==> src/rtl/mem_rmw_pkg.sv <==
// mem_rmw_pkg: shared definitions for the read-modify-write memory port.
//   - geometry constants (DEPTH, ADDR_W, DATA_W, LEN_W, BASE_W)
//   - state_e: FSM state encoding
//   - slice_mask(base, len): bit mask covering the slice [base +: len]
//   - slice_err(base, len): 1 when the slice is empty or runs past the word
package mem_rmw_pkg;

  localparam int DEPTH  = 16;
  localparam int ADDR_W = 4;
  localparam int DATA_W = 8;
  localparam int LEN_W  = 4;
  localparam int BASE_W = $clog2(DATA_W);
  localparam int MASK_W = DATA_W + LEN_W;

  typedef enum logic [2:0] {
    ST_CLEAR,
    ST_IDLE,
    ST_RD,
    ST_WR,
    ST_RESP
  } state_e;

  // Built at DATA_W+LEN_W bits so (1<<len) cannot wrap for len up to DATA_W.
  function automatic logic [DATA_W-1:0] slice_mask(input logic [BASE_W-1:0] base,
                                                   input logic [LEN_W-1:0]  len);
    logic [MASK_W-1:0] ones;
    ones = (MASK_W'(1) << len) - MASK_W'(1);
    ones = ones << base;
    return ones[DATA_W-1:0];
  endfunction

  // base+len is formed one bit wider than len so it never wraps.
  function automatic logic slice_err(input logic [BASE_W-1:0] base,
                                     input logic [LEN_W-1:0]  len);
    logic [LEN_W:0] top;
    top = {1'b0, len} + (LEN_W+1)'(base);
    return (len == '0) || (top > (LEN_W+1)'(DATA_W));
  endfunction

endpackage

==> src/rtl/mem_rmw_sram.sv <==
// mem_rmw_sram: single-port DEPTH x DATA_W array, synchronous read.
//   clk    clock
//   en     port enable (read or write this cycle)
//   we     1 = write wdata to addr, 0 = read addr
//   addr   word address
//   wdata  write data
//   rdata  read data, valid the cycle after a read; held while en=0
// The array itself has no reset; the owner clears it explicitly.
module mem_rmw_sram #(
  parameter int DEPTH  = 16,
  parameter int ADDR_W = 4,
  parameter int DATA_W = 8
) (
  input  logic              clk,
  input  logic              en,
  input  logic              we,
  input  logic [ADDR_W-1:0] addr,
  input  logic [DATA_W-1:0] wdata,
  output logic [DATA_W-1:0] rdata
);

  logic [DATA_W-1:0] mem [DEPTH];
  logic [DATA_W-1:0] rdata_q;

  always_ff @(posedge clk) begin
    if (en) begin
      if (we) begin
        mem[addr] <= wdata;
      end else begin
        rdata_q <= mem[addr];
      end
    end
  end

  assign rdata = rdata_q;

endmodule

==> src/rtl/mem_rmw_port.sv <==
// mem_rmw_port: valid/ready memory responder with word reads and
// read-modify-write slice writes. Zero-fills the array after reset.
//   clk, rst_n          clock, asynchronous active-low reset
//   req_valid/ready     request handshake (ready only in IDLE)
//   req_write           1 = slice write, 0 = word read
//   req_addr            word address
//   req_base, req_len   slice LSB and width (writes only)
//   req_data            slice data, LSB-aligned
//   rsp_valid/ready     response handshake
//   rsp_data            read word, or word after (attempted) update
//   rsp_err             slice write rejected, array untouched
module mem_rmw_port
  import mem_rmw_pkg::*;
(
  input  logic              clk,
  input  logic              rst_n,
  input  logic              req_valid,
  output logic              req_ready,
  input  logic              req_write,
  input  logic [ADDR_W-1:0] req_addr,
  input  logic [BASE_W-1:0] req_base,
  input  logic [LEN_W-1:0]  req_len,
  input  logic [DATA_W-1:0] req_data,
  output logic              rsp_valid,
  input  logic              rsp_ready,
  output logic [DATA_W-1:0] rsp_data,
  output logic              rsp_err
);

  state_e            state_q, state_d;
  logic [ADDR_W-1:0] clr_q, clr_d;
  logic              write_q, write_d;
  logic [ADDR_W-1:0] addr_q, addr_d;
  logic [BASE_W-1:0] base_q, base_d;
  logic [LEN_W-1:0]  len_q, len_d;
  logic [DATA_W-1:0] data_q, data_d;
  logic              req_ready_q, req_ready_d;
  logic              rsp_valid_q, rsp_valid_d;
  logic [DATA_W-1:0] rsp_data_q, rsp_data_d;
  logic              rsp_err_q, rsp_err_d;

  logic              ram_en, ram_we;
  logic [ADDR_W-1:0] ram_addr;
  logic [DATA_W-1:0] ram_wdata, ram_rdata;

  logic [DATA_W-1:0] wr_mask, wr_new;
  logic              wr_err;

  mem_rmw_sram #(
    .DEPTH (DEPTH),
    .ADDR_W(ADDR_W),
    .DATA_W(DATA_W)
  ) u_sram (
    .clk  (clk),
    .en   (ram_en),
    .we   (ram_we),
    .addr (ram_addr),
    .wdata(ram_wdata),
    .rdata(ram_rdata)
  );

  // Merge is evaluated in WR, when ram_rdata holds the old word read in RD.
  assign wr_mask = slice_mask(base_q, len_q);
  assign wr_err  = slice_err(base_q, len_q);
  assign wr_new  = (ram_rdata & ~wr_mask) | ((data_q << base_q) & wr_mask);

  always_comb begin
    state_d    = state_q;
    clr_d      = clr_q;
    write_d    = write_q;
    addr_d     = addr_q;
    base_d     = base_q;
    len_d      = len_q;
    data_d     = data_q;
    rsp_data_d = rsp_data_q;
    rsp_err_d  = rsp_err_q;
    ram_en     = 1'b0;
    ram_we     = 1'b0;
    ram_addr   = addr_q;
    ram_wdata  = '0;

    case (state_q)
      ST_CLEAR: begin
        ram_en   = 1'b1;
        ram_we   = 1'b1;
        ram_addr = clr_q;
        clr_d    = clr_q + ADDR_W'(1);
        if (clr_q == ADDR_W'(DEPTH - 1)) begin
          state_d = ST_IDLE;
        end
      end
      ST_IDLE: begin
        if (req_valid) begin
          write_d = req_write;
          addr_d  = req_addr;
          base_d  = req_base;
          len_d   = req_len;
          data_d  = req_data;
          state_d = ST_RD;
        end
      end
      ST_RD: begin
        ram_en    = 1'b1;
        rsp_err_d = 1'b0;
        state_d   = write_q ? ST_WR : ST_RESP;
      end
      ST_WR: begin
        if (!wr_err) begin
          ram_en    = 1'b1;
          ram_we    = 1'b1;
          ram_wdata = wr_new;
        end
        rsp_data_d = wr_err ? ram_rdata : wr_new;
        rsp_err_d  = wr_err;
        state_d    = ST_RESP;
      end
      ST_RESP: begin
        if (rsp_ready) begin
          state_d = ST_IDLE;
        end
      end
      default: state_d = ST_CLEAR;
    endcase

    req_ready_d = (state_d == ST_IDLE);
    rsp_valid_d = (state_d == ST_RESP);
  end

  always_ff @(posedge clk or negedge rst_n) begin
    if (!rst_n) begin
      state_q     <= ST_CLEAR;
      clr_q       <= '0;
      write_q     <= 1'b0;
      addr_q      <= '0;
      base_q      <= '0;
      len_q       <= '0;
      data_q      <= '0;
      req_ready_q <= 1'b0;
      rsp_valid_q <= 1'b0;
      rsp_data_q  <= '0;
      rsp_err_q   <= 1'b0;
    end else begin
      state_q     <= state_d;
      clr_q       <= clr_d;
      write_q     <= write_d;
      addr_q      <= addr_d;
      base_q      <= base_d;
      len_q       <= len_d;
      data_q      <= data_d;
      req_ready_q <= req_ready_d;
      rsp_valid_q <= rsp_valid_d;
      rsp_data_q  <= rsp_data_d;
      rsp_err_q   <= rsp_err_d;
    end
  end

  assign req_ready = req_ready_q;
  assign rsp_valid = rsp_valid_q;
  assign rsp_err   = rsp_err_q;
  // A read response is the SRAM output register itself; it is not re-enabled
  // in RESP, so it holds steady under backpressure.
  assign rsp_data  = (rsp_valid_q && !write_q) ? ram_rdata : rsp_data_q;

endmodule

==> config.mk <==
export PLATFORM = sky130hd
export DESIGN_NAME = mem_rmw_port
export DESIGN_NICKNAME = d
export VERILOG_FILES = /design/src/rtl/mem_rmw_pkg.sv /design/src/rtl/mem_rmw_sram.sv /design/src/rtl/mem_rmw_port.sv
export SDC_FILE = /design/constraint.sdc
export NUM_CORES = 1
export LEC_CHECK = 0
export CAP_MARGIN = 10
export CORE_MARGIN = 4
export CORE_UTILIZATION = 55
export DETAILED_ROUTE_END_ITERATION = 8
export PLACE_DENSITY_LB_ADDON = 0.3
export SLEW_MARGIN = 5
export SYNTH_ARGS = -nofsm -noshare
export SYNTH_HDL_FRONTEND = slang
export SYNTH_SLANG_ARGS = --single-unit
export TNS_END_PERCENT = 30
==> constraint.sdc <==
create_clock -name clk -period 6.49 [get_ports clk]
set_input_delay 1.298 -clock clk [delete_from_list [all_inputs] [get_ports clk]]
set_output_delay 1.298 -clock clk [all_outputs]
set_load 0.05 [all_outputs]
; Word-level counts from Yosys, hierarchy flattened
; Memories as Yosys holds them, arrays and structs flattened. A register that Yosys moved wholly into a read port is not among the register bits.
; Cells that the tools add are included.
[op_classes]
n_shift = 3
n_div = 0
n_reduce_logical = 9
n_addsub = 3
mux = 17
n_lt_le_gt_ge = 1
bitwise = 5
n_eq_ne = 7
n_mul = 0
[op_table]
columns = cell, n
row1 = $mux W8, 4
row2 = $and A8 B8 Y8, 2
row3 = $pmux W3 S5, 1
row4 = $mux W3, 4
row5 = $shl A1 B4 Y12 const A, 1
row6 = $shl A12 B3 Y8, 1
row7 = $sub A12 B2 Y12 const B, 1
row8 = $not A8 Y8, 1
row9 = $or A8 B8 Y8, 1
row10 = $shl A8 B3 Y8, 1
row11 = $eq A3 B1 Y1 const B, 2
row12 = $eq A3 B2 Y1 const B, 2
row13 = $eq A3 B3 Y1 const B, 2
row14 = $pmux W1 S2, 3
row15 = $add A4 B3 Y5, 1
row16 = $gt A5 B4 Y1 const B, 1
row17 = $add A4 B1 Y4 const B, 1
row18 = $eq A4 B4 Y1 const B, 1
row19 = $logic_not A4 Y1, 1
row20 = $mux W1, 4
row21 = $mux W4, 1
row22 = $reduce_and A2 Y1, 2
row23 = $logic_not A3 Y1, 1
row24 = $reduce_bool A2 Y1, 1
row25 = 5 further kinds, 5
[totals]
ramBits = 128
in_bits = 24
latch_bits = 0
reg_bits = 38
memories = 1
rom_bits = 0
elab_cells = 57
[mem_list]
columns = memory, words, word_bits, rd, rd_ports_with_merged_regs, wr, line_no
row1 = u_sram.mem, 16, 8, 1, 1, 1, mem_rmw_sram.sv:22  ; logic [DATA_W-1:0] mem [DEPTH];

; Logic depth before layout (Yosys ltp)
[depth]
word_depth = 8
depth_mapped = 11

; Hierarchy
; Synthesis repeated with hierarchy kept, for this count alone.
[hier_totals]
cells_unflattened = 497
hier_area_um2 = 7856.3
[modules_own_cells]
columns = module, n_inst, area_each_um2, cells_each
row1 = mem_rmw_sram, 1, 5237.5, 234
row2 = mem_rmw_port, 1, 2618.8, 263

; Worst setup path before layout
; Ideal clock, no wire load.
[synth_path]
path_type = register to output
start = reg rsp_valid_q (netlist: rsp_valid)
end = out rsp_data[7]
arrival_ps = 2034
n_path_buf = 1
path_stages_with_launch = 4
t_required_ps = 5192
setup_slack_ps = 3158
path_cell_list = dfrtp_1 > nand2b_1 > clkbuf_1 > o21ai_0
[synth_between]
elab_chain_len = 2
[synth_lines]
columns = item, line_no
row1 = "start, declared", mem_rmw_port.sv:38  ; logic rsp_valid_q, rsp_valid_d;
row2 = "start signal, assigned", mem_rmw_port.sv:151  ; rsp_valid_q <= rsp_valid_d;
row3 = $logic_and A1 B1 Y1, mem_rmw_port.sv:162  ; assign rsp_data = (rsp_valid_q && !write_q) ? ram_rdata : rsp_data_q;
row4 = $mux W8, mem_rmw_port.sv:162
row5 = "end, declared", mem_rmw_port.sv:26  ; output logic [DATA_W-1:0] rsp_data,
; No other way between the ends.

; Worst setup path in the final report
[layout_path]
start = reg base_q[0]
end = mem u_sram.mem[14][4] (data pin)
[layout_between]
elab_chain_len = 6
elab_cells_between_ends = 11
cone_classes = add/sub (1) / order compare (1) / shift (2) / mux (2) / bitwise (4) / reduce/logical (1)
[layout_lines]
columns = item, line_no
row1 = "start, declared", mem_rmw_port.sv:34  ; logic [BASE_W-1:0] base_q, base_d;
row2 = "start signal, assigned", mem_rmw_port.sv:147  ; base_q <= base_d;
row3 = branches (longest 4 deep; another with $add A4 B3 Y5), n/a
row4 = $mux W8 (*), mem_rmw_port.sv:108  ; if (!wr_err) begin
row5 = $mux W8 (*), mem_rmw_port.sv:82  ; case (state_q)
row6 = net ram_wdata[4], mem_rmw_port.sv:44  ; logic [DATA_W-1:0] ram_wdata, ram_rdata;
row7 = "end, declared", mem_rmw_sram.sv:22
; Mark *: on every way through the listed nets, which the timed path passes.

==> flow_summary.ini <==
[logic_synthesis]
syn_area_mm2 = 0.007741
net_count_after_synthesis = 532
synth.ff_latch_count = 174
yosys.area.top_type = sky130_fd_sc_hd__edfxtp_1
synth_flop_cell = sky130_fd_sc_hd__edfxtp_1
seq_area_frac_synth_pct = 65.04
synth_enable_flop_cells = 136
synth.distinct_cells = 56
post_synth_inst_count = 502
synth_async_sr_flop_share_pct = 21.84
ys_warn_count = 0
synth_top_area_share_pct = 52.76
synth_most_common_cell = sky130_fd_sc_hd__edfxtp_1
netlist_top_cells_area = sky130_fd_sc_hd__edfxtp_1 (53%), sky130_fd_sc_hd__dfrtp_1 (12%), sky130_fd_sc_hd__mux4_2 (7.0%)
post_syn_area_per_cell_um2 = 15.42
netlist_top_cells_count = sky130_fd_sc_hd__edfxtp_1 (136), sky130_fd_sc_hd__dfrtp_1 (38), sky130_fd_sc_hd__nor2_1 (35)

[clock_network]
cts_hold_buf = 0
tritoncts = done
clock_insertion_delay_worst_skew_ps = 430
cts_repair_resize_count = 0
clock_pin_transition_on_the_worst_setup_and_hold_timing_paths_ps = 70
clk_root_buffer_cell = sky130_fd_sc_hd__clkbuf_16
post-cts-setup-buffer-count = 0
htree_levels = 4
cts_sinks = 174
numCtsBuffers = 17
cts.path.max_buffers = 2

[cells_and_area]
antenna_cells_inserted = 0
design.final.nets = 567
final.fill_count = 963
final_design_utilization_pct = 63.77
synthesis_to_layout_area_growth_pct = 13.90
final_layout_size_suffix_gt1_share_pct = 17.27
final_cells = 730

[setup_path]
worst_setup_path_startpoint = base_q[0]$_DFFE_PN0P_
timing.critical_path.arrival_ps = 4420
cp-endpoint = u_sram.mem[14][4]$_DFFE_PP_
r2r_slack_ps = 2120
worst_ep_required_time_ps = 6540
worst_r2r_endpoint = u_sram.mem[14][4]$_DFFE_PP_
cp_endpoint_kind = flop
timing_worst_setup_path_type = reg2reg
cp-start-kind = flop
worst_r2r_startpoint = base_q[0]$_DFFE_PN0P_
r2r.worst_path.cells = 8
worst-path-max-fanout = 29

[detailed_routing]
drtIter0Drc = 645
via_count = 4574
routed_wire_length_on_met3_mm = 1.030
postRouteAntennaNets = 0
top_signal_layer_used = met4
met1_length_mm = 7.155
drc = 0
detailed_route_wl_mm = 16.46
routedWlPerCell_um = 22.54
detailedRoute.firstPassIterationCount = 5
dr_vias_cell = 6.266
detailroute.wirelength.met2_mm = 8.033

[placed_design]
dpl.cell_count = 698
place.gp.congestion = 0.8787
dp_slack_ps = 2186
hpwlAfterDp_mm = 10.86
io_buffers = 34

[floorplanning]
die_height_um = 126.6
design.die.area_mm2 = 0.01604
die_x_um = 126.6
rows = 43
floorplan.initialDensity_pct = 55.99
core_mm2 = 0.01383
design.portCount = 35

[sta]
finalSetupTns_ps = 0
grt_setup_unrepaired = false
finalCriticalPeriod_ps = 4373
worst_slew_margin_relative_to_its_limit_pct = 15.47
maxSlewViolCount = 0
skew_ps = 22.37
timing_worst_slew_pin_value_ps = 1263
hold_violations = 0
fmaxAchievable_mhz = 228.7
worst_slack_setup_final_ps = 2117
fin_crit_sh_pct = 67.38
finalSetupViolCount = 0

[global_routing]
global_route_wire_length_before_repair_mm = 26.52
grt.total_usage_pct = 21.77
antenna_violations_before_repair = 0
grt_max_degree = 39
global_route.overflow_total = 0
first_global_vias = 4539

[pwr]
p_leak_nw = 3.197
power-per-cell-area_mw_per_mm2 = 573.5
power.total_mw = 5.056
ir_worst_vdd_uv = 427.4

[outcome]
run_status = finished clean

[hold_path]
min_path_type = reg2reg
hp-start = clr_q[2]$_DFFE_PN0P_

[flow_run]
maxCapViolations = 0
[placed cells by master, fill, tap and decap left out, types with 7 or more instances in the layout]
cell / n
sky130_fd_sc_hd__a21oi_1: 14
sky130_fd_sc_hd__a22oi_1: 21
sky130_fd_sc_hd__buf_4: 7
sky130_fd_sc_hd__clkbuf_16: 17
sky130_fd_sc_hd__clkdlybuf4s50_1: 33
sky130_fd_sc_hd__dfrtp_1: 38
sky130_fd_sc_hd__edfxtp_1: 136
sky130_fd_sc_hd__mux2_2: 24
sky130_fd_sc_hd__mux2i_1: 12
sky130_fd_sc_hd__mux4_1: 9
sky130_fd_sc_hd__mux4_2: 24
sky130_fd_sc_hd__nand2_1: 33
sky130_fd_sc_hd__nand3_1: 7
sky130_fd_sc_hd__nor2_1: 35
sky130_fd_sc_hd__nor3_1: 7
sky130_fd_sc_hd__o21ai_0: 19
[routing by layer]
metal / vias up / GRT usage (%)
met5: - / 0
met4: 0 / 5.363
met3: 20 / 4.968
met2: 189 / 34.31
met1: 2300 / 31.31
li1: 2065 / -
[sequential cells by signal, indices dropped and copies added, names as in the netlist, 3 cells and up]
signal,cells
base_q,3
data_q,8
u_sram.rdata,8
addr_q,4
state_q,3
len_q,4
clr_q,4
rsp_data_q,8
u_sram.mem,128
[logic make-up after synthesis]
kind of cell	synth area share, %
and+or+nand+nor	7.290
AOI/OAI and AO/OA	8.211
muxes	15.69
adders and majority gates	1.067
xor gates and xnor gates	0.5657
DFF	65.04
buffers and inverters	2.134
[per-stage QoR]
stage,hold slack (ps),area (µm²)
4_1_cts,476.6,8817
6_report,470.7,8817
5_1_grt,486.2,8817
3_5_place_dp,468.4,8233
3_3_place_gp,450.4,8233
2_1_floorplan,436.9,7741
[final cells by class]
type                            instances  area [µm²]  share of cell area [%]
Clock buffer                           19       432.9                   4.910
Clock inverter                         13       151.4                   1.717
Inverter                                8       30.03                  0.3406
Multi-Input combinational cell        295        2555                   28.98
Sequential cell                       174        5035                   57.10
Tap cell                              180       225.2                   2.554
Timing Repair Buffer                   41       387.9                   4.399
[worst max-delay path, stage by stage (launching register included)]
cell and delay, ps:
sky130_fd_sc_hd__dfrtp_1 980, sky130_fd_sc_hd__ha_1 310, sky130_fd_sc_hd__inv_1 60, sky130_fd_sc_hd__fa_1 480, sky130_fd_sc_hd__nor2b_1 190, sky130_fd_sc_hd__a21boi_0 120
sky130_fd_sc_hd__mux2i_1 190, sky130_fd_sc_hd__nand3_1 510, sky130_fd_sc_hd__nor2_1 1160
[report_power, final]
| group | switching (mW) | internal, mW | total [mW] | leakage (nW) |
|---|---|---|---|---|
| logic | 1.30 | 0.939 | 2.23 | 1.12 |
| clock network | 0.435 | 0.577 | 1.01 | 0.290 |
| registers | 0.247 | 1.56 | 1.81 | 1.79 |
| total | 1.98 | 3.08 | 5.06 | 3.20 |
[worst min path at each step]
| stage | endpoint | slack (ps) | cells after the start |
|---|---|---|---|
| after global placement | clr_q[2]$_DFFE_PN0P_ | 450 | 1 |
| after detailed placement | clr_q[2]$_DFFE_PN0P_ | 470 | 1 |
| after floorplan | clr_q[2]$_DFFE_PN0P_ | 440 | 1 |
| after CTS | clr_q[2]$_DFFE_PN0P_ | 480 | 1 |
| after global routing | clr_q[2]$_DFFE_PN0P_ | 490 | 1 |
| final | clr_q[2]$_DFFE_PN0P_ | 470 | 1 |
Note: power is estimated with default switching activity, not from simulation.
